File: src/rtl/axi4_master_simple_if.sv
// AXI4 bus bundle used between the simple-bus bridge and an AXI slave.
// Signal names keep the direction suffix as seen from the master side.
interface axi4_master_simple_if #(
  parameter int AXI_DW = 64,
  parameter int AXI_AW = 32,
  parameter int AXI_IW = 8,
  parameter int AXI_SW = AXI_DW >> 3
);

  // write address channel
  logic [AXI_IW-1:0] axi_awid_o;
  logic [AXI_AW-1:0] axi_awaddr_o;
  logic [3:0]        axi_awlen_o;
  logic [2:0]        axi_awsize_o;
  logic [1:0]        axi_awburst_o;
  logic [1:0]        axi_awlock_o;
  logic [3:0]        axi_awcache_o;
  logic [2:0]        axi_awprot_o;
  logic              axi_awvalid_o;
  logic              axi_awready_i;

  // write data channel
  logic [AXI_IW-1:0] axi_wid_o;
  logic [AXI_DW-1:0] axi_wdata_o;
  logic [AXI_SW-1:0] axi_wstrb_o;
  logic              axi_wlast_o;
  logic              axi_wvalid_o;
  logic              axi_wready_i;

  // write response channel
  logic [AXI_IW-1:0] axi_bid_i;
  logic [1:0]        axi_bresp_i;
  logic              axi_bvalid_i;
  logic              axi_bready_o;

  // read address channel
  logic [AXI_IW-1:0] axi_arid_o;
  logic [AXI_AW-1:0] axi_araddr_o;
  logic [3:0]        axi_arlen_o;
  logic [2:0]        axi_arsize_o;
  logic [1:0]        axi_arburst_o;
  logic [1:0]        axi_arlock_o;
  logic [3:0]        axi_arcache_o;
  logic [2:0]        axi_arprot_o;
  logic              axi_arvalid_o;
  logic              axi_arready_i;

  // read data channel
  logic [AXI_IW-1:0] axi_rid_i;
  logic [AXI_DW-1:0] axi_rdata_i;
  logic [1:0]        axi_rresp_i;
  logic              axi_rlast_i;
  logic              axi_rvalid_i;
  logic              axi_rready_o;

  modport master (
    output axi_awid_o, axi_awaddr_o, axi_awlen_o, axi_awsize_o, axi_awburst_o,
           axi_awlock_o, axi_awcache_o, axi_awprot_o, axi_awvalid_o,
    input  axi_awready_i,
    output axi_wid_o, axi_wdata_o, axi_wstrb_o, axi_wlast_o, axi_wvalid_o,
    input  axi_wready_i,
    input  axi_bid_i, axi_bresp_i, axi_bvalid_i,
    output axi_bready_o,
    output axi_arid_o, axi_araddr_o, axi_arlen_o, axi_arsize_o, axi_arburst_o,
           axi_arlock_o, axi_arcache_o, axi_arprot_o, axi_arvalid_o,
    input  axi_arready_i,
    input  axi_rid_i, axi_rdata_i, axi_rresp_i, axi_rlast_i, axi_rvalid_i,
    output axi_rready_o
  );

  modport slave (
    input  axi_awid_o, axi_awaddr_o, axi_awlen_o, axi_awsize_o, axi_awburst_o,
           axi_awlock_o, axi_awcache_o, axi_awprot_o, axi_awvalid_o,
    output axi_awready_i,
    input  axi_wid_o, axi_wdata_o, axi_wstrb_o, axi_wlast_o, axi_wvalid_o,
    output axi_wready_i,
    output axi_bid_i, axi_bresp_i, axi_bvalid_i,
    input  axi_bready_o,
    input  axi_arid_o, axi_araddr_o, axi_arlen_o, axi_arsize_o, axi_arburst_o,
           axi_arlock_o, axi_arcache_o, axi_arprot_o, axi_arvalid_o,
    output axi_arready_i,
    output axi_rid_i, axi_rdata_i, axi_rresp_i, axi_rlast_i, axi_rvalid_i,
    input  axi_rready_o
  );

endinterface

File: src/rtl/axi4_master_simple.sv
// Simple-bus to AXI4 master bridge: one system-bus read or write becomes one
// single-beat AXI transaction. One transaction outstanding at a time; a
// saturating timeout answers the requester with an error if the slave hangs,
// while the AXI side is still allowed to finish on its own.
module axi4_master_simple #(
  parameter int                AXI_DW = 64,
  parameter int                AXI_AW = 32,
  parameter int                AXI_IW = 8,
  parameter int                AXI_SW = AXI_DW >> 3,
  parameter logic [AXI_IW-1:0] AXI_ID = {AXI_IW{1'b0}},
  parameter int                TO_W   = 6
) (
  input  logic              axi_clk_i,
  input  logic              axi_rst_i,
  input  logic [AXI_AW-1:0] sys_addr_i,
  input  logic [AXI_DW-1:0] sys_wdata_i,
  input  logic [AXI_SW-1:0] sys_sel_i,
  input  logic              sys_wen_i,
  input  logic              sys_ren_i,
  output logic [AXI_DW-1:0] sys_rdata_o,
  output logic              sys_err_o,
  output logic              sys_ack_o,
  output logic              sys_busy_o,
  axi4_master_simple_if.master axi
);

  typedef enum logic [2:0] {
    S_IDLE    = 3'd0,
    S_WR_REQ  = 3'd1,
    S_WR_RESP = 3'd2,
    S_RD_REQ  = 3'd3,
    S_RD_RESP = 3'd4
  } state_e;

  localparam logic [2:0]      AXI_SIZE = 3'($clog2(AXI_SW));
  localparam logic [TO_W-1:0] TO_MAX   = {TO_W{1'b1}};
  localparam logic [TO_W-1:0] TO_PRE   = {{(TO_W-1){1'b1}}, 1'b0};
  localparam logic [TO_W-1:0] TO_ONE   = {{(TO_W-1){1'b0}}, 1'b1};

  state_e            state_q,   state_d;
  logic              awvalid_q, awvalid_d;
  logic              wvalid_q,  wvalid_d;
  logic              arvalid_q, arvalid_d;
  logic              bready_q,  bready_d;
  logic              rready_q,  rready_d;
  logic [AXI_AW-1:0] addr_q,    addr_d;
  logic [AXI_DW-1:0] wdata_q,   wdata_d;
  logic [AXI_SW-1:0] strb_q,    strb_d;
  logic [AXI_DW-1:0] rdata_q,   rdata_d;
  logic              ack_q,     ack_d;
  logic              err_q,     err_d;
  logic              busy_q,    busy_d;
  logic              orphan_q,  orphan_d;
  logic [TO_W-1:0]   cnt_q,     cnt_d;

  // completion results from the AXI side, before merging with the timeout
  logic              cmp_ack_s;
  logic              cmp_err_s;
  logic [AXI_DW-1:0] rd_lat_s;
  logic              to_fire_s;

  // IDs are fixed, so returned IDs carry no information
  logic unused_ids_s;
  assign unused_ids_s = ^{axi.axi_bid_i, axi.axi_rid_i};

  // constant AXI attributes: single-beat INCR, full-width, normal access
  assign axi.axi_awid_o    = AXI_ID;
  assign axi.axi_wid_o     = AXI_ID;
  assign axi.axi_arid_o    = AXI_ID;
  assign axi.axi_awlen_o   = 4'd0;
  assign axi.axi_arlen_o   = 4'd0;
  assign axi.axi_awsize_o  = AXI_SIZE;
  assign axi.axi_arsize_o  = AXI_SIZE;
  assign axi.axi_awburst_o = 2'b01;
  assign axi.axi_arburst_o = 2'b01;
  assign axi.axi_awlock_o  = 2'b00;
  assign axi.axi_arlock_o  = 2'b00;
  assign axi.axi_awcache_o = 4'b0000;
  assign axi.axi_arcache_o = 4'b0000;
  assign axi.axi_awprot_o  = 3'b000;
  assign axi.axi_arprot_o  = 3'b000;

  // everything below is driven straight from registers
  assign axi.axi_awaddr_o  = addr_q;
  assign axi.axi_araddr_o  = addr_q;
  assign axi.axi_awvalid_o = awvalid_q;
  assign axi.axi_wdata_o   = wdata_q;
  assign axi.axi_wstrb_o   = strb_q;
  assign axi.axi_wvalid_o  = wvalid_q;
  assign axi.axi_wlast_o   = wvalid_q;
  assign axi.axi_arvalid_o = arvalid_q;
  assign axi.axi_bready_o  = bready_q;
  assign axi.axi_rready_o  = rready_q;

  assign sys_rdata_o = rdata_q;
  assign sys_err_o   = err_q;
  assign sys_ack_o   = ack_q;
  assign sys_busy_o  = busy_q;

  // next-state and registered-output logic for the transaction FSM and timeout
  always_comb begin
    state_d   = state_q;
    awvalid_d = awvalid_q;
    wvalid_d  = wvalid_q;
    arvalid_d = arvalid_q;
    bready_d  = bready_q;
    rready_d  = rready_q;
    addr_d    = addr_q;
    wdata_d   = wdata_q;
    strb_d    = strb_q;
    cmp_ack_s = 1'b0;
    cmp_err_s = 1'b0;
    rd_lat_s  = rdata_q;

    case (state_q)
      S_IDLE: begin
        // a write wins over a simultaneous read; the read is dropped
        if (sys_wen_i) begin
          addr_d    = sys_addr_i;
          wdata_d   = sys_wdata_i;
          strb_d    = sys_sel_i;
          awvalid_d = 1'b1;
          wvalid_d  = 1'b1;
          state_d   = S_WR_REQ;
        end else if (sys_ren_i) begin
          addr_d    = sys_addr_i;
          arvalid_d = 1'b1;
          state_d   = S_RD_REQ;
        end else begin
          state_d   = S_IDLE;
        end
      end

      S_WR_REQ: begin
        // AW and W complete independently, in either order
        if (awvalid_q && axi.axi_awready_i) begin
          awvalid_d = 1'b0;
        end else begin
          awvalid_d = awvalid_q;
        end
        if (wvalid_q && axi.axi_wready_i) begin
          wvalid_d = 1'b0;
        end else begin
          wvalid_d = wvalid_q;
        end
        if ((!awvalid_q || axi.axi_awready_i) && (!wvalid_q || axi.axi_wready_i)) begin
          bready_d = 1'b1;
          state_d  = S_WR_RESP;
        end else begin
          state_d  = S_WR_REQ;
        end
      end

      S_WR_RESP: begin
        if (axi.axi_bvalid_i) begin
          bready_d  = 1'b0;
          state_d   = S_IDLE;
          cmp_ack_s = !orphan_q;
          cmp_err_s = !orphan_q && (axi.axi_bresp_i != 2'b00);
        end else begin
          state_d   = S_WR_RESP;
        end
      end

      S_RD_REQ: begin
        if (axi.axi_arready_i) begin
          arvalid_d = 1'b0;
          rready_d  = 1'b1;
          state_d   = S_RD_RESP;
        end else begin
          state_d   = S_RD_REQ;
        end
      end

      S_RD_RESP: begin
        // a read that already timed out keeps the zero data it reported
        if (axi.axi_rvalid_i) begin
          rready_d  = 1'b0;
          state_d   = S_IDLE;
          cmp_ack_s = !orphan_q;
          cmp_err_s = !orphan_q && ((axi.axi_rresp_i != 2'b00) || !axi.axi_rlast_i);
          if (!orphan_q) begin
            rd_lat_s = axi.axi_rdata_i;
          end else begin
            rd_lat_s = rdata_q;
          end
        end else begin
          state_d   = S_RD_RESP;
        end
      end

      default: begin
        state_d   = S_IDLE;
        awvalid_d = 1'b0;
        wvalid_d  = 1'b0;
        arvalid_d = 1'b0;
        bready_d  = 1'b0;
        rready_d  = 1'b0;
      end
    endcase

    // timeout counter: zero in IDLE, counts busy cycles, saturates
    if (state_q == S_IDLE) begin
      cnt_d = {TO_W{1'b0}};
    end else if (cnt_q == TO_MAX) begin
      cnt_d = cnt_q;
    end else begin
      cnt_d = cnt_q + TO_ONE;
    end

    // fires on the cycle the counter reaches its maximum, once per request,
    // and never together with a normal completion
    to_fire_s = (state_q != S_IDLE) && (state_d != S_IDLE) &&
                (cnt_q == TO_PRE) && !orphan_q;

    ack_d   = cmp_ack_s || to_fire_s;
    err_d   = cmp_err_s || to_fire_s;
    rdata_d = to_fire_s ? {AXI_DW{1'b0}} : rd_lat_s;

    if (state_d == S_IDLE) begin
      orphan_d = 1'b0;
    end else if (to_fire_s) begin
      orphan_d = 1'b1;
    end else begin
      orphan_d = orphan_q;
    end

    busy_d = (state_d != S_IDLE);
  end

  // state and output registers with synchronous reset; reset abandons any transfer
  always_ff @(posedge axi_clk_i) begin
    if (axi_rst_i) begin
      state_q   <= S_IDLE;
      awvalid_q <= 1'b0;
      wvalid_q  <= 1'b0;
      arvalid_q <= 1'b0;
      bready_q  <= 1'b0;
      rready_q  <= 1'b0;
      addr_q    <= {AXI_AW{1'b0}};
      wdata_q   <= {AXI_DW{1'b0}};
      strb_q    <= {AXI_SW{1'b0}};
      rdata_q   <= {AXI_DW{1'b0}};
      ack_q     <= 1'b0;
      err_q     <= 1'b0;
      busy_q    <= 1'b0;
      orphan_q  <= 1'b0;
      cnt_q     <= {TO_W{1'b0}};
    end else begin
      state_q   <= state_d;
      awvalid_q <= awvalid_d;
      wvalid_q  <= wvalid_d;
      arvalid_q <= arvalid_d;
      bready_q  <= bready_d;
      rready_q  <= rready_d;
      addr_q    <= addr_d;
      wdata_q   <= wdata_d;
      strb_q    <= strb_d;
      rdata_q   <= rdata_d;
      ack_q     <= ack_d;
      err_q     <= err_d;
      busy_q    <= busy_d;
      orphan_q  <= orphan_d;
      cnt_q     <= cnt_d;
    end
  end

endmodule

File: src/flat_wrapper.sv
// flat-port wrapper written by rule: the top's interface ports become plain ports
module axi4_master_simple_flat 
#(
  parameter int                AXI_DW = 64,
  parameter int                AXI_AW = 32,
  parameter int                AXI_IW = 8,
  parameter int                AXI_SW = AXI_DW >> 3,
  parameter logic [AXI_IW-1:0] AXI_ID = {AXI_IW{1'b0}},
  parameter int                TO_W   = 6
)
  (axi_clk_i, axi_rst_i, sys_addr_i, sys_wdata_i, sys_sel_i, sys_wen_i, sys_ren_i, sys_rdata_o, sys_err_o, sys_ack_o, sys_busy_o, axi_axi_awid_o, axi_axi_awaddr_o, axi_axi_awlen_o, axi_axi_awsize_o, axi_axi_awburst_o, axi_axi_awlock_o, axi_axi_awcache_o, axi_axi_awprot_o, axi_axi_awvalid_o, axi_axi_awready_i, axi_axi_wid_o, axi_axi_wdata_o, axi_axi_wstrb_o, axi_axi_wlast_o, axi_axi_wvalid_o, axi_axi_wready_i, axi_axi_bid_i, axi_axi_bresp_i, axi_axi_bvalid_i, axi_axi_bready_o, axi_axi_arid_o, axi_axi_araddr_o, axi_axi_arlen_o, axi_axi_arsize_o, axi_axi_arburst_o, axi_axi_arlock_o, axi_axi_arcache_o, axi_axi_arprot_o, axi_axi_arvalid_o, axi_axi_arready_i, axi_axi_rid_i, axi_axi_rdata_i, axi_axi_rresp_i, axi_axi_rlast_i, axi_axi_rvalid_i, axi_axi_rready_o);
  axi4_master_simple_if #(.AXI_DW(AXI_DW), .AXI_AW(AXI_AW), .AXI_IW(AXI_IW), .AXI_SW(AXI_SW)) axi_i ();
  input  logic axi_clk_i;
  input  logic axi_rst_i;
  input  logic [AXI_AW-1:0] sys_addr_i;
  input  logic [AXI_DW-1:0] sys_wdata_i;
  input  logic [AXI_SW-1:0] sys_sel_i;
  input  logic sys_wen_i;
  input  logic sys_ren_i;
  output logic [AXI_DW-1:0] sys_rdata_o;
  output logic sys_err_o;
  output logic sys_ack_o;
  output logic sys_busy_o;
  output wire logic [$bits(axi_i.axi_awid_o)-1:0] axi_axi_awid_o;
  output wire logic [$bits(axi_i.axi_awaddr_o)-1:0] axi_axi_awaddr_o;
  output wire logic [$bits(axi_i.axi_awlen_o)-1:0] axi_axi_awlen_o;
  output wire logic [$bits(axi_i.axi_awsize_o)-1:0] axi_axi_awsize_o;
  output wire logic [$bits(axi_i.axi_awburst_o)-1:0] axi_axi_awburst_o;
  output wire logic [$bits(axi_i.axi_awlock_o)-1:0] axi_axi_awlock_o;
  output wire logic [$bits(axi_i.axi_awcache_o)-1:0] axi_axi_awcache_o;
  output wire logic [$bits(axi_i.axi_awprot_o)-1:0] axi_axi_awprot_o;
  output wire logic [$bits(axi_i.axi_awvalid_o)-1:0] axi_axi_awvalid_o;
  input wire logic [$bits(axi_i.axi_awready_i)-1:0] axi_axi_awready_i;
  output wire logic [$bits(axi_i.axi_wid_o)-1:0] axi_axi_wid_o;
  output wire logic [$bits(axi_i.axi_wdata_o)-1:0] axi_axi_wdata_o;
  output wire logic [$bits(axi_i.axi_wstrb_o)-1:0] axi_axi_wstrb_o;
  output wire logic [$bits(axi_i.axi_wlast_o)-1:0] axi_axi_wlast_o;
  output wire logic [$bits(axi_i.axi_wvalid_o)-1:0] axi_axi_wvalid_o;
  input wire logic [$bits(axi_i.axi_wready_i)-1:0] axi_axi_wready_i;
  input wire logic [$bits(axi_i.axi_bid_i)-1:0] axi_axi_bid_i;
  input wire logic [$bits(axi_i.axi_bresp_i)-1:0] axi_axi_bresp_i;
  input wire logic [$bits(axi_i.axi_bvalid_i)-1:0] axi_axi_bvalid_i;
  output wire logic [$bits(axi_i.axi_bready_o)-1:0] axi_axi_bready_o;
  output wire logic [$bits(axi_i.axi_arid_o)-1:0] axi_axi_arid_o;
  output wire logic [$bits(axi_i.axi_araddr_o)-1:0] axi_axi_araddr_o;
  output wire logic [$bits(axi_i.axi_arlen_o)-1:0] axi_axi_arlen_o;
  output wire logic [$bits(axi_i.axi_arsize_o)-1:0] axi_axi_arsize_o;
  output wire logic [$bits(axi_i.axi_arburst_o)-1:0] axi_axi_arburst_o;
  output wire logic [$bits(axi_i.axi_arlock_o)-1:0] axi_axi_arlock_o;
  output wire logic [$bits(axi_i.axi_arcache_o)-1:0] axi_axi_arcache_o;
  output wire logic [$bits(axi_i.axi_arprot_o)-1:0] axi_axi_arprot_o;
  output wire logic [$bits(axi_i.axi_arvalid_o)-1:0] axi_axi_arvalid_o;
  input wire logic [$bits(axi_i.axi_arready_i)-1:0] axi_axi_arready_i;
  input wire logic [$bits(axi_i.axi_rid_i)-1:0] axi_axi_rid_i;
  input wire logic [$bits(axi_i.axi_rdata_i)-1:0] axi_axi_rdata_i;
  input wire logic [$bits(axi_i.axi_rresp_i)-1:0] axi_axi_rresp_i;
  input wire logic [$bits(axi_i.axi_rlast_i)-1:0] axi_axi_rlast_i;
  input wire logic [$bits(axi_i.axi_rvalid_i)-1:0] axi_axi_rvalid_i;
  output wire logic [$bits(axi_i.axi_rready_o)-1:0] axi_axi_rready_o;
  assign axi_axi_awid_o = axi_i.axi_awid_o;
  assign axi_axi_awaddr_o = axi_i.axi_awaddr_o;
  assign axi_axi_awlen_o = axi_i.axi_awlen_o;
  assign axi_axi_awsize_o = axi_i.axi_awsize_o;
  assign axi_axi_awburst_o = axi_i.axi_awburst_o;
  assign axi_axi_awlock_o = axi_i.axi_awlock_o;
  assign axi_axi_awcache_o = axi_i.axi_awcache_o;
  assign axi_axi_awprot_o = axi_i.axi_awprot_o;
  assign axi_axi_awvalid_o = axi_i.axi_awvalid_o;
  assign axi_i.axi_awready_i = axi_axi_awready_i;
  assign axi_axi_wid_o = axi_i.axi_wid_o;
  assign axi_axi_wdata_o = axi_i.axi_wdata_o;
  assign axi_axi_wstrb_o = axi_i.axi_wstrb_o;
  assign axi_axi_wlast_o = axi_i.axi_wlast_o;
  assign axi_axi_wvalid_o = axi_i.axi_wvalid_o;
  assign axi_i.axi_wready_i = axi_axi_wready_i;
  assign axi_i.axi_bid_i = axi_axi_bid_i;
  assign axi_i.axi_bresp_i = axi_axi_bresp_i;
  assign axi_i.axi_bvalid_i = axi_axi_bvalid_i;
  assign axi_axi_bready_o = axi_i.axi_bready_o;
  assign axi_axi_arid_o = axi_i.axi_arid_o;
  assign axi_axi_araddr_o = axi_i.axi_araddr_o;
  assign axi_axi_arlen_o = axi_i.axi_arlen_o;
  assign axi_axi_arsize_o = axi_i.axi_arsize_o;
  assign axi_axi_arburst_o = axi_i.axi_arburst_o;
  assign axi_axi_arlock_o = axi_i.axi_arlock_o;
  assign axi_axi_arcache_o = axi_i.axi_arcache_o;
  assign axi_axi_arprot_o = axi_i.axi_arprot_o;
  assign axi_axi_arvalid_o = axi_i.axi_arvalid_o;
  assign axi_i.axi_arready_i = axi_axi_arready_i;
  assign axi_i.axi_rid_i = axi_axi_rid_i;
  assign axi_i.axi_rdata_i = axi_axi_rdata_i;
  assign axi_i.axi_rresp_i = axi_axi_rresp_i;
  assign axi_i.axi_rlast_i = axi_axi_rlast_i;
  assign axi_i.axi_rvalid_i = axi_axi_rvalid_i;
  assign axi_axi_rready_o = axi_i.axi_rready_o;
  axi4_master_simple #(.AXI_DW(AXI_DW), .AXI_AW(AXI_AW), .AXI_IW(AXI_IW), .AXI_SW(AXI_SW), .AXI_ID(AXI_ID), .TO_W(TO_W)) u_core (.axi_clk_i(axi_clk_i), .axi_rst_i(axi_rst_i), .sys_addr_i(sys_addr_i), .sys_wdata_i(sys_wdata_i), .sys_sel_i(sys_sel_i), .sys_wen_i(sys_wen_i), .sys_ren_i(sys_ren_i), .sys_rdata_o(sys_rdata_o), .sys_err_o(sys_err_o), .sys_ack_o(sys_ack_o), .sys_busy_o(sys_busy_o), .axi(axi_i));
endmodule
File: config.mk
export PLATFORM = sky130hd
export DESIGN_NAME = axi4_master_simple_flat
export DESIGN_NICKNAME = d
export VERILOG_FILES = /design/src/rtl/axi4_master_simple_if.sv /design/src/rtl/axi4_master_simple.sv /design/src/flat_wrapper.sv
export SDC_FILE = /design/constraint.sdc
export NUM_CORES = 1
export LEC_CHECK = 0
export CAP_MARGIN = 20
export CORE_AREA = 2 2 182 184
export CTS_BUF_LIST = sky130_fd_sc_hd__clkbuf_2 sky130_fd_sc_hd__clkbuf_4 sky130_fd_sc_hd__clkbuf_8
export DETAILED_ROUTE_END_ITERATION = 12
export DIE_AREA = 0 0 184 186
export DONT_BUFFER_PORTS = 1
export SYNTH_ARGS = -nofsm -noshare
export SYNTH_HDL_FRONTEND = slang
export SYNTH_SLANG_ARGS = --single-unit
File: constraint.sdc
create_clock -name axi_clk_i -period 2.8 [get_ports axi_clk_i]
set_input_delay 0.42 -clock axi_clk_i [delete_from_list [all_inputs] [get_ports axi_clk_i]]
set_output_delay 0.42 -clock axi_clk_i [all_outputs]
set_load 0.01 [all_outputs]
Yosys cells after proc, flatten, opt, wreduce, memory -nomap -nowiden --
Index checks and enable logic that the tools add are counted.
Storage, ports and cells: word-level logic and storage cells 105, flip-flop bits (word level) 186, input bits 198, output and inout bits 269
Cells by class: bitwise operators 5, reductions and logical operators 39, multiplexer cells 30, equal/unequal tests 15, $add $sub $neg 1
Operators with widths (count):
- 2-to-1 mux 32 bit | 2
- one-hot mux 1 bit (3 select lines) | 5
- one-hot mux 3 bit (5 select lines) | 1
- AND reduction 3 bit | 5
- 2-to-1 mux 1 bit | 14
- equality test 6 bit (second input constant) | 2
- != test 2 bit (second input constant) | 6
- OR reduction 3 bit | 4
- 2-to-1 mux 3 bit | 3
- logical AND 1 bit | 8
- adder 6 x 1 -> 6 bit (second input constant) | 1
- equality test 3 x 2 -> 1 bit (second input constant) | 2
- logical NOT 3 bit | 2
- 2-to-1 mux 2 bit | 3
- != test 2 x 1 -> 1 bit (second input constant) | 3
- nonzero test 2 bit | 3
- nonzero test 3 bit | 2
- OR reduction 2 bit | 3
- logical OR 1 bit | 5
- inverter 1 bit | 5
- logical NOT 1 bit | 4
- one-hot mux 1 bit (2 select lines) | 2
- AND reduction 2 bit | 2
- AND reduction 4 bit | 1
- other kinds (2) | 2

Longest topological paths before layout --
Gate-level depths: netlist of the first run.
depth after elaboration 10, gate-level depth with buffers 7, mapped depth without buffers 5

Worst setup path before layout of the first run --
OpenSTA, ideal clock, no wires.
kind input-to-reg, start point input sys_wen_i, end point register u_core.rdata_q[10] (netlist: u_core.sys_rdata_o[10]), arrival time 1564 ps, path buffers 2, data required time 2734 ps, setup slack 1170 ps, stages 6, setup time 66 ps, cell sequence clkbuf_1 -> or3_4 -> a31oi_2 -> a2bb2oi_4 -> buf_6 -> a21oi_2
On the way: cells in the longest elaborated chain, start to end 7
Ends and longest elaborated chain:
- start: declaration | RTL line flat_wrapper.sv:18 | input logic sys_wen_i;
- 2-to-1 mux 3 bit | RTL line axi4_master_simple.sv:118 | if (sys_wen_i) begin
- one-hot mux 3 bit (5 select lines) | RTL line axi4_master_simple.sv:115 | case (state_q)
- nonzero test 3 bit | RTL line axi4_master_simple.sv:213 | to_fire_s = (state_q != S_IDLE) && (state_d != S_IDLE) &&
- logical AND 1 bit (2 in a row) | RTL line axi4_master_simple.sv:213
- logical AND 1 bit | RTL line axi4_master_simple.sv:214 | (cnt_q == TO_PRE) && !orphan_q;
- OR reduction 2 bit (no line)
- end signal: assignment | RTL line axi4_master_simple.sv:243 | rdata_q <= {AXI_DW{1'b0}};
- end signal: assignment | RTL line axi4_master_simple.sv:259 | rdata_q <= rdata_d;
- end: declaration | RTL line axi4_master_simple.sv:49 | logic [AXI_DW-1:0] rdata_q, rdata_d;
Every way passes these cells. A chain may end at the register's enable or synchronous reset.

Final worst setup path of the first run --
start point register u_core.state_q[1], end point register u_core.wdata_q[12] (netlist: u_core.axi.axi_wdata_o[12])
On the way: cells in the longest elaborated chain, start to end 2
Ends and longest elaborated chain:
- start: declaration | RTL line axi4_master_simple.sv:40 | state_e state_q, state_d;
- start signal: assignment | RTL line axi4_master_simple.sv:250 | state_q <= state_d;
- logical NOT 3 bit | RTL line axi4_master_simple.sv:115
- AND reduction 2 bit (no line)
- end signal: assignment | RTL line axi4_master_simple.sv:241 | wdata_q <= {AXI_DW{1'b0}};
- end signal: assignment | RTL line axi4_master_simple.sv:257 | wdata_q <= wdata_d;
- end: declaration | RTL line axi4_master_simple.sv:47 | logic [AXI_DW-1:0] wdata_q, wdata_d;
Every way passes these cells.

==> results of run 1 <==
-- registers in the layout, indices dropped and copies added (netlist names) --
name and flops:
u_core.axi.axi_wdata_o 64, u_core.sys_rdata_o 64, u_core.axi.axi_araddr_o 32, u_core.axi.axi_wstrb_o 8
u_core.cnt_q 6, u_core.state_q 3, u_core.axi.axi_arvalid_o 1, u_core.axi.axi_awvalid_o 1
u_core.axi.axi_bready_o 1, u_core.axi.axi_rready_o 1, u_core.axi.axi_wlast_o 1, u_core.orphan_q 1
u_core.sys_ack_o 1, u_core.sys_busy_o 1, u_core.sys_err_o 1
-- per-stage QoR --
stage	cell area [sq um]	total power, mW
global route	8220	6.03
global placement	7520	3.76
floorplan	7840	3.74
CTS	8220	5.82
detailed placement	7520	3.78
finish	8220	5.70
-- kinds of logic (layout without fill, tap and decap cells) --
logic type / after synthesis / in the layout
DFF: 186 / 186
buffers and inverters: 159 / 76
other: 2 / 62
adders and majority gates: 2 / 2
and+or+nand+nor: 380 / 380
AOI/OAI and AO/OA: 201 / 201
xor gates and xnor gates: 3 / 3
-- routing by layer --
metal  wire length [microns]  global-route usage, %
met1                    8180                   12.1
met3                    2610                   6.07
met4                     611                   6.82
met2                    9690                   18.3
met5                       0                      0
-- where the power goes --
| group | leakage, nW | internal (mW) | switching (mW) | total (mW) |
|---|---|---|---|---|
| logic | 1.10 | 0.226 | 0.452 | 0.678 |
| registers | 1.52 | 2.82 | 0.276 | 3.09 |
| clock network | 0.207 | 0.897 | 1.03 | 1.93 |
| total | 2.83 | 3.94 | 1.76 | 5.70 |
-- path summary, 6_finish.rpt --
| kind | start | to | cells past startpoint |
|---|---|---|---|
| min reg2reg | u_core.sys_rdata_o[2]$_SDFFE_PP0P_ | u_core.sys_rdata_o[2]$_SDFFE_PP0P_ | 2 |
| min | sys_wdata_i[1] | u_core.axi.axi_wdata_o[1]$_SDFFE_PP0P_ | 2 |
| max reg2reg | u_core.state_q[1]$_SDFF_PP0_ | u_core.axi.axi_wdata_o[12]$_SDFFE_PP0P_ | 6 |
| max | u_core.state_q[1]$_SDFF_PP0_ | u_core.axi.axi_wdata_o[12]$_SDFFE_PP0P_ | 6 |
-- cells in the final DEF, fill, tap and decap left out, types with 2 or more instances in the layout --
master / instances
o21a_1: 2
inv_1: 7
a21oi_2: 60
clkinv_2: 4
xnor2_1: 2
nor2b_1: 2
bufinv_16: 3
clkinvlp_4: 2
buf_12: 6
clkinv_4: 2
nor2_1: 11
conb_1: 60
nand3_1: 3
a21oi_1: 120
buf_4: 4
o211ai_1: 2
clkbuf_8: 17
nand2_1: 342
nand3b_1: 4
a211oi_1: 2
dlygate4sd3_1: 26
nor3_1: 5
o21ai_0: 6
inv_6: 3
ha_1: 2
diode_2: 2
dfxtp_1: 186
-- worst max-delay path, delay by kind of cell, from the launching register on --
kind	cells	cell delay, ns
AOI/OAI and AO/OA	1	0.11
buffers and inverters	2	0.82
DFF	1	0.50
and+or+nand+nor	3	0.89
-- area by class of cell --
| type | instances | area (sq um) | share of cell area, % |
|---|---|---|---|
| inverter | 7 | 26.3 | 0.320 |
| sequential | 186 | 3720 | 45.3 |
| multi-input combinational | 646 | 3110 | 37.8 |
| antenna | 2 | 5.00 | 0.0609 |
| clock buffer | 18 | 241 | 2.94 |
| tap | 408 | 510 | 6.21 |
| clock inverter | 14 | 169 | 2.05 |
| timing repair buffer | 37 | 438 | 5.33 |
-- what timing repair did --
action / in CTS / in global routing
resized for setup: 0 / 0
endpoints found under the hold margin: 114 / 0
hold buffers: 27 / 0
==> flow_summary.json, run 1 <==
{
  "io_pins": 467,
  "synth_commonest_cells": "343 x nand2_1, 186 x dfxtp_1, 120 x a21oi_1",
  "seq_area_frac_synth_pct": 48.8,
  "yosys_register_bits": 186,
  "dr.pass1.iters": 4,
  "grt_pass1_wl_microns": 29200,
  "cpPeakStageDelay_ns": 0.55,
  "root_buffer": "clkbuf_8",
  "worstPathMaxFanout": 72,
  "timing.fmax_mhz": 417,
  "slowest_stage": "dlygate4sd3_1",
  "synthMuxAreaShare_pct": 0,
  "start_util_pct": 23.7,
  "cts_sinks": 186,
  "yosys.area_share.adder_pct": 0.328,
  "syn_avg_cell_area_sq_um": 8.17,
  "dp_hpwl_microns": 14800,
  "antenna_found_initial": 2,
  "cts_max_level": 4,
  "drc": 0,
  "tightest_slew_ns": 0.670,
  "hold_viol_final": 0,
  "setup_viol": 0,
  "placementRows": 66,
  "place_congestion": 0.790,
  "async_flop_share_pct": 0,
  "routed_wirelength_microns": 21100,
  "synth_largest_area_cell": "dfxtp_1",
  "overflow": 0,
  "synth_top_area_share_pct": 48.8,
  "r2r_slack_ns": 0.40,
  "grt_usage_pct": 11.5,
  "synth_cell_types": 43,
  "dieWidth_microns": 184,
  "grt_pass1_vias": 5247,
  "fillers": 3500,
  "crit_chain": "nor3_2 > and2_2 > buf_12 > nand2_1 > a21oi_1 > dlygate4sd3_1",
  "syn_area_sq_um": 7620,
  "irDropWorstVdd_v": 0.000344,
  "required_ns": 3.24,
  "synth_xor_area_share_pct": 0.345,
  "yosys.area_share.simple_pct": 19.9,
  "synth.area.top_cells": "dfxtp_1 49%, nand2_1 17%, buf_4 9.3%",
  "synth-main-ff-cell": "dfxtp_1",
  "clk_pin_slew_ns": 0.11,
  "synth_edf_count": 0,
  "fin_nets": 1095,
  "hold_class": "in -> reg",
  "rsz0062_at_grt": "false",
  "timing.final.ws_setup_ns": 0.401,
  "antenna_left": 0,
  "via_per_inst": 4.38,
  "die_area_sq_um": 34200,
  "drv_slew": 0,
  "drive_gt1_share_pct": 12.7,
  "cts_tree": "built",
  "max_slew_margin_pct": 55.3,
  "portBuffers": 0,
  "period_minus_slack_ns": 2.40,
  "worst_ep_arrival_time_ns": 2.84,
  "synth-compound-area-share_pct": 17.0,
  "status": "complete, no violations",
  "post_drt_wl_per_cell_microns": 16.0,
  "fin_util_pct": 25.5,
  "fin_skew_ns": 0.0177,
  "dp.cells": 1257,
  "first_iter_violations": 232,
  "tns_ns": 0,
  "crit_type": "reg -> reg",
  "power_leakage_nw": 2.83,
  "num_vias": 5778,
  "stdcell_count": 1318,
  "grt_max_degree": 114,
  "area_delta_synth_final_pct": 7.86,
  "drv_cap": 0,
  "syn_inst": 933,
  "powerDensity_nw_per_um2": 693,
  "hold_ws_ns": 0.0641,
  "cp-start-kind": "flip-flop",
  "synth_top_family_by_area": "simple AND/OR/NAND/NOR gates",
  "yosys_warnings": 0,
  "cts_made_buffers": 17,
  "clock_latency_ns": 0.49,
  "coreArea_sq_um": 32200,
  "place_ws_ns": 0.510,
  "finalCritPeriodShare_pct": 85.7,
  "post_cts_buffers": 0,
  "cts.path.max_buffers": 2,
  "die_h_microns": 186,
  "synth_most_common_cell": "nand2_1",
  "crit_path_end_kind": "flip-flop"
}
Note: power is estimated with default switching activity, not from simulation.
==> inputs of run 2 (changes only) <==
PLACE_DENSITY = 0.43   (was unset)
==> run 2 against run 1 <==
First-iteration DRC count shrank 35%; setup slack lost 0.0058 ns; fmax shrank 0.24%; final cell count grew 7.4%; worst hold slack gained 0.0040 ns; clock skew shrank 0.0052 ns; register-to-register slack is essentially flat; largest power group unchanged.
==> flow_summary.json, run 2 (synthesis gave the netlist of run 1 again) <==
{
  "routed_wirelength_microns": 22700,
  "drv_cap": 0,
  "antenna_found_initial": 1,
  "powerDensity_nw_per_um2": 627,
  "num_vias": 6075,
  "p_comb_share_pct": 14.2,
  "timing.fmax_mhz": 416,
  "fin_nets": 1193,
  "slowest_stage": "dlygate4sd3_1",
  "antenna_left": 0,
  "tightest_slew_ns": 0.704,
  "cts.path.max_buffers": 2,
  "grt_pass1_vias": 5744,
  "power_leakage_nw": 3.23,
  "hold_class": "in -> reg",
  "multi_input_area_sq_um": 3120,
  "coreArea_sq_um": 32200,
  "cts_sinks": 186,
  "internal_power_mw": 3.91,
  "period_minus_slack_ns": 2.40,
  "finalCritPeriodShare_pct": 85.9,
  "hold_depth": 2,
  "cp-start-kind": "flip-flop",
  "io_pins": 467,
  "hold_ws_ns": 0.0681,
  "rsz0062_at_grt": "false",
  "cts_made_buffers": 17,
  "clk_pin_slew_ns": 0.11,
  "grt_pass1_wl_microns": 32500,
  "dp_hpwl_microns": 15000,
  "endpoint": "u_core.axi.axi_wdata_o[34]$_SDFFE_PP0P_",
  "tns_ns": 0,
  "dieWidth_microns": 184,
  "fin_skew_ns": 0.0125,
  "worst_ep_arrival_time_ns": 2.80,
  "max_slew_margin_pct": 53.1,
  "place_congestion": 0.718,
  "area_delta_synth_final_pct": 20.7,
  "clockPowerShare_pct": 32.4,
  "placementRows": 66,
  "sw_frac_of_total_pct": 32.3,
  "p_sw_mw": 1.86,
  "irDropWorstVdd_v": 0.000301,
  "crit_chain": "nor3_4 > nand2_2 > buf_12 > nand2_1 > a21oi_1 > dlygate4sd3_1",
  "setup_viol": 0,
  "reg2reg_to": "u_core.axi.axi_wdata_o[34]$_SDFFE_PP0P_",
  "overflow": 0,
  "r2r_start": "u_core.state_q[0]$_SDFF_PP0_",
  "crit_path_end_kind": "flip-flop",
  "clock_latency_ns": 0.49,
  "post_drt_wl_per_cell_microns": 16.1,
  "final_common_cell": "nand2_1",
  "most-common-layout-cells": "342 x nand2_1, 186 x dfxtp_1, 121 x dlygate4sd3_1, 120 x a21oi_1",
  "status": "complete, no violations",
  "die_area_sq_um": 34200,
  "drive_gt1_share_pct": 11.7,
  "p_seq_share_pct": 53.4,
  "required_ns": 3.19,
  "grt_max_degree": 113,
  "cts_tree": "built",
  "drv_slew": 0,
  "grt_usage_pct": 12.5,
  "via_per_inst": 4.29,
  "cpPeakStageDelay_ns": 0.57,
  "first_iter_violations": 150,
  "die_h_microns": 186,
  "r2r_slack_ns": 0.40,
  "hold_viol_final": 0,
  "cts_max_level": 4,
  "setup.worst_path.start": "u_core.state_q[0]$_SDFF_PP0_",
  "fillers": 3426,
  "worstPathMaxFanout": 43,
  "portBuffers": 0,
  "drc": 0,
  "seq_area_sq_um": 3720,
  "crit_type": "reg -> reg",
  "start_util_pct": 23.7,
  "reg2reg_depth": 6,
  "dr.pass1.iters": 4,
  "root_buffer": "clkbuf_8"
}
-- run 2: repair_timing --
item | 4_1_cts | 5_1_grt
gates resized for setup | 0 | 1
endpoints found under the hold margin | 149 | 0
hold buffers | 122 | 0
setup buffers | 0 | 0
setup endpoints to repair | 0 | 1
-- run 2: layer usage --
layer,track usage [%],vias up,share of wire [%]
li1,-,2972,-
met1,13.3,2769,39
met2,21.2,313,48
met3,6.36,19,12
met4,4.96,2,1.6
met5,0,-,0.057
-- run 2: how the worst min path moves through the flow --
| stage | from | end | slack, ns |
|---|---|---|---|
| 2_1_floorplan | u_core.axi.axi_bready_o$_SDFFE_PP0P_ | u_core.axi.axi_bready_o$_SDFFE_PP0P_ | 0.47 |
| 3_3_place_gp | u_core.axi.axi_wstrb_o[7]$_SDFFE_PP0P_ | u_core.axi.axi_wstrb_o[7]$_SDFFE_PP0P_ | 0.49 |
| 3_5_place_dp | u_core.axi.axi_wdata_o[37]$_SDFFE_PP0P_ | u_core.axi.axi_wdata_o[37]$_SDFFE_PP0P_ | 0.49 |
| 4_1_cts | axi_axi_rdata_i[38] | u_core.sys_rdata_o[38]$_SDFFE_PP0P_ | 0.0001 |
| 5_1_grt | sys_sel_i[3] | u_core.axi.axi_wstrb_o[3]$_SDFFE_PP0P_ | 0.007 |
| 6_report | sys_wdata_i[23] | u_core.axi.axi_wdata_o[23]$_SDFFE_PP0P_ | 0.07 |
-- run 2: final cells by class --
cell class | instances | area share [%]
flip-flops and latches | 186 | 40.5
multi-input cells | 646 | 33.9
repair buffers | 135 | 15.5
well taps | 408 | 5.55
clock buffers | 18 | 2.69
clock inverters | 14 | 1.66
inverters | 7 | 0.286
diodes | 1 | 0.0272
-- run 2: per-stage QoR --
step / utilization (%) / total power [mW] / area (sq um) / cells / worst slack [ns]
after floorplan: - / 3.74 / 7840 / 991 / 1.17
after global placement: 23.5 / 3.80 / 7550 / 1260 / 0.664
after detailed placement: 23.5 / 3.80 / 7550 / 1260 / 0.673
after CTS: 28.5 / 5.89 / 9190 / 1414 / 0.179
after global routing: 28.6 / 6.11 / 9200 / 1414 / 0.172
final: 28.6 / 5.77 / 9200 / 1415 / 0.395
-- run 2: worst max-delay path: cells and delay by family, from the launching register on --
kind	cells	cell delay, ns
and+or+nand+nor	3	0.87
buffers and inverters	2	0.85
DFF	1	0.47
AOI/OAI and AO/OA	1	0.06
-- run 2: power groups by stage --
| stage | Clock [mW] | Sequential [mW] | Combinational (mW) |
|---|---|---|---|
| final | 1.87 | 3.09 | 0.819 |
| after global routing | 2.07 | 3.12 | 0.917 |
| after CTS | 1.97 | 3.09 | 0.825 |
| after detailed placement | 0 | 3.15 | 0.653 |
| after global placement | 0 | 3.15 | 0.644 |
| after floorplan | 0 | 3.05 | 0.689 |
==> inputs of run 3 (changes only) <==
--- a/config.mk
+++ b/config.mk
@@ -6,5 +6,5 @@
 export NUM_CORES = 1
 export LEC_CHECK = 0
-export CAP_MARGIN = 20
+export CAP_MARGIN = 30
 export CORE_AREA = 2 2 182 184
 export CTS_BUF_LIST = sky130_fd_sc_hd__clkbuf_2 sky130_fd_sc_hd__clkbuf_4 sky130_fd_sc_hd__clkbuf_8
==> constraint.sdc (replaced) <==
create_clock -name axi_clk_i -period 2.8 [get_ports axi_clk_i]
set_input_delay 0.42 -clock axi_clk_i [delete_from_list [all_inputs] [get_ports axi_clk_i]]
set_output_delay 0.42 -clock axi_clk_i [all_outputs]
set_load 0.1 [all_outputs]
==> run 3 against run 2 <==
Via count fell by 1.8%; sequential share of layout area rose by 1.4 points; non-clock buffer count fell by 28; wire length fell by 1.9%; core utilization fell by 0.62 points; design area fell by 2.2%; fmax fell by 4.5%; global-route usage fell by 0.30 points; register-to-register slack got worse by 0.11 ns.
==> flow_summary.json, run 3 (synthesis gave the netlist of run 1 again) <==
{
  "io_pins": 467,
  "powerDensity_nw_per_um2": 849,
  "max_slew_margin_pct": 30.8,
  "place_congestion": 0.717,
  "dieWidth_microns": 184,
  "grt_max_degree": 113,
  "most-common-layout-cells": "342 x nand2_1, 153 x dfxtp_1, 120 x a21oi_1, 76 x dlygate4sd3_1",
  "cpPeakStageDelay_ns": 0.58,
  "drv_slew": 0,
  "stdcell_count": 1386,
  "placementRows": 66,
  "via_per_inst": 4.30,
  "cts_sinks": 186,
  "rsz0062_at_grt": "false",
  "worstPathMaxFanout": 27,
  "grt_pass1_vias": 5658,
  "antenna_found_initial": 1,
  "timing.fmax_mhz": 397,
  "fin_util_pct": 28.0,
  "required_ns": 3.18,
  "drv_cap": 0,
  "setup_viol": 0,
  "die_area_sq_um": 34200,
  "cts_max_level": 4,
  "portBuffers": 0,
  "crit_chain": "nor3_2 > nand2_2 > buf_12 > nand2_1 > a21oi_1 > dlygate4sd3_1",
  "hold_class": "in -> reg",
  "drive_gt1_share_pct": 16.8,
  "r2r_slack_ns": 0.28,
  "final_area_sq_um": 9000,
  "dr.pass1.iters": 6,
  "irDropWorstVdd_v": 0.000364,
  "coreArea_sq_um": 32200,
  "drc": 0,
  "antenna_left": 0,
  "die_h_microns": 186,
  "area_delta_synth_final_pct": 18.1,
  "start_util_pct": 23.7,
  "clock_latency_ns": 0.49,
  "post_cts_buffers": 0,
  "n_antenna_cell": 0,
  "first_iter_violations": 185,
  "routed_wirelength_microns": 22300,
  "root_buffer": "clkbuf_8",
  "worst_ep_arrival_time_ns": 2.89,
  "post_dp_cell_area_sq_um": 7700,
  "dp_hpwl_microns": 15200,
  "r2r_start": "u_core.state_q[0]$_SDFF_PP0_",
  "finalCritPeriodShare_pct": 89.9,
  "dp.cells": 1272,
  "cts-resized-gates": 0,
  "fin_nets": 1165,
  "holdCritStartpoint": "sys_wdata_i[34]",
  "slowest_stage": "nor3_2",
  "post_drt_wl_per_cell_microns": 16.1,
  "cts_made_buffers": 17,
  "num_vias": 5966,
  "met3_usage_pct": 6.32,
  "met1_usage_pct": 12.8,
  "crit_type": "reg -> reg",
  "setup.worst_path.start": "u_core.state_q[0]$_SDFF_PP0_",
  "power_leakage_nw": 3.17,
  "tns_ns": 0,
  "crit_path_end_kind": "flip-flop",
  "period_minus_slack_ns": 2.52,
  "cts_tree": "built",
  "grt_use_met2_pct": 20.9,
  "status": "complete, no violations",
  "grt.busiest_layer": "met2",
  "cts.path.max_buffers": 2,
  "hold_viol_final": 0,
  "critPathBufInv": 2,
  "final_common_cell": "nand2_1",
  "fin_skew_ns": 0.0137,
  "grt_pass1_wl_microns": 31900,
  "crit_family": "simple AND/OR/NAND/NOR gates",
  "clk_pin_slew_ns": 0.10,
  "grt_usage_pct": 12.2,
  "tightest_slew_ns": 1.04,
  "overflow": 0,
  "cp-start-kind": "flip-flop"
}
run 3: power by group:
| group | internal, mW | leakage, nW | switching (mW) |
|---|---|---|---|
| clock network | 0.926 | 0.215 | 1.03 |
| logic | 0.342 | 1.43 | 1.02 |
| registers | 2.82 | 1.53 | 1.51 |
| total | 4.09 | 3.17 | 3.55 |
run 3: through the flow:
step / hold slack [ns] / total power [mW] / worst slack [ns]
global placement: 0.476 / 5.59 / 0.672
CTS: 0.0000346 / 7.75 / 0.243
global route: 0.00766 / 7.99 / 0.0581
floorplan: 0.500 / 5.51 / 0.976
detailed placement: 0.472 / 5.62 / 0.660
finish: 0.0669 / 7.65 / 0.283
run 3: cell type report:
cell class / instances / area (sq um)
fill: 3481 / 23200
sequential: 186 / 3760
multi-input combinational: 646 / 3110
timing repair buffer: 107 / 1170
tap: 408 / 510
clock buffer: 19 / 255
clock inverter: 13 / 165
inverter: 7 / 26.3
run 3: timing repair:
item	4_1_cts	5_1_grt
endpoints found under the setup margin	0	0
endpoints found under the hold margin	126	0
hold buffers	77	0
run 3: layer usage:
layer	share of wire, %	routed length (microns)	up-vias
met3	12	2710	17
met2	48	10700	297
met4	1.4	312	2
li1	-	-	2909
met1	38	8540	2741
met5	0.058	13	-
run 3: worst paths after layout:
path	depth (start not counted)	end
max	6	u_core.axi.axi_wdata_o[37]$_SDFFE_PP0P_
min	2	u_core.axi.axi_wdata_o[34]$_SDFFE_PP0P_
max reg2reg	6	u_core.axi.axi_wdata_o[37]$_SDFFE_PP0P_
min reg2reg	2	u_core.axi.axi_rready_o$_SDFFE_PP0P_
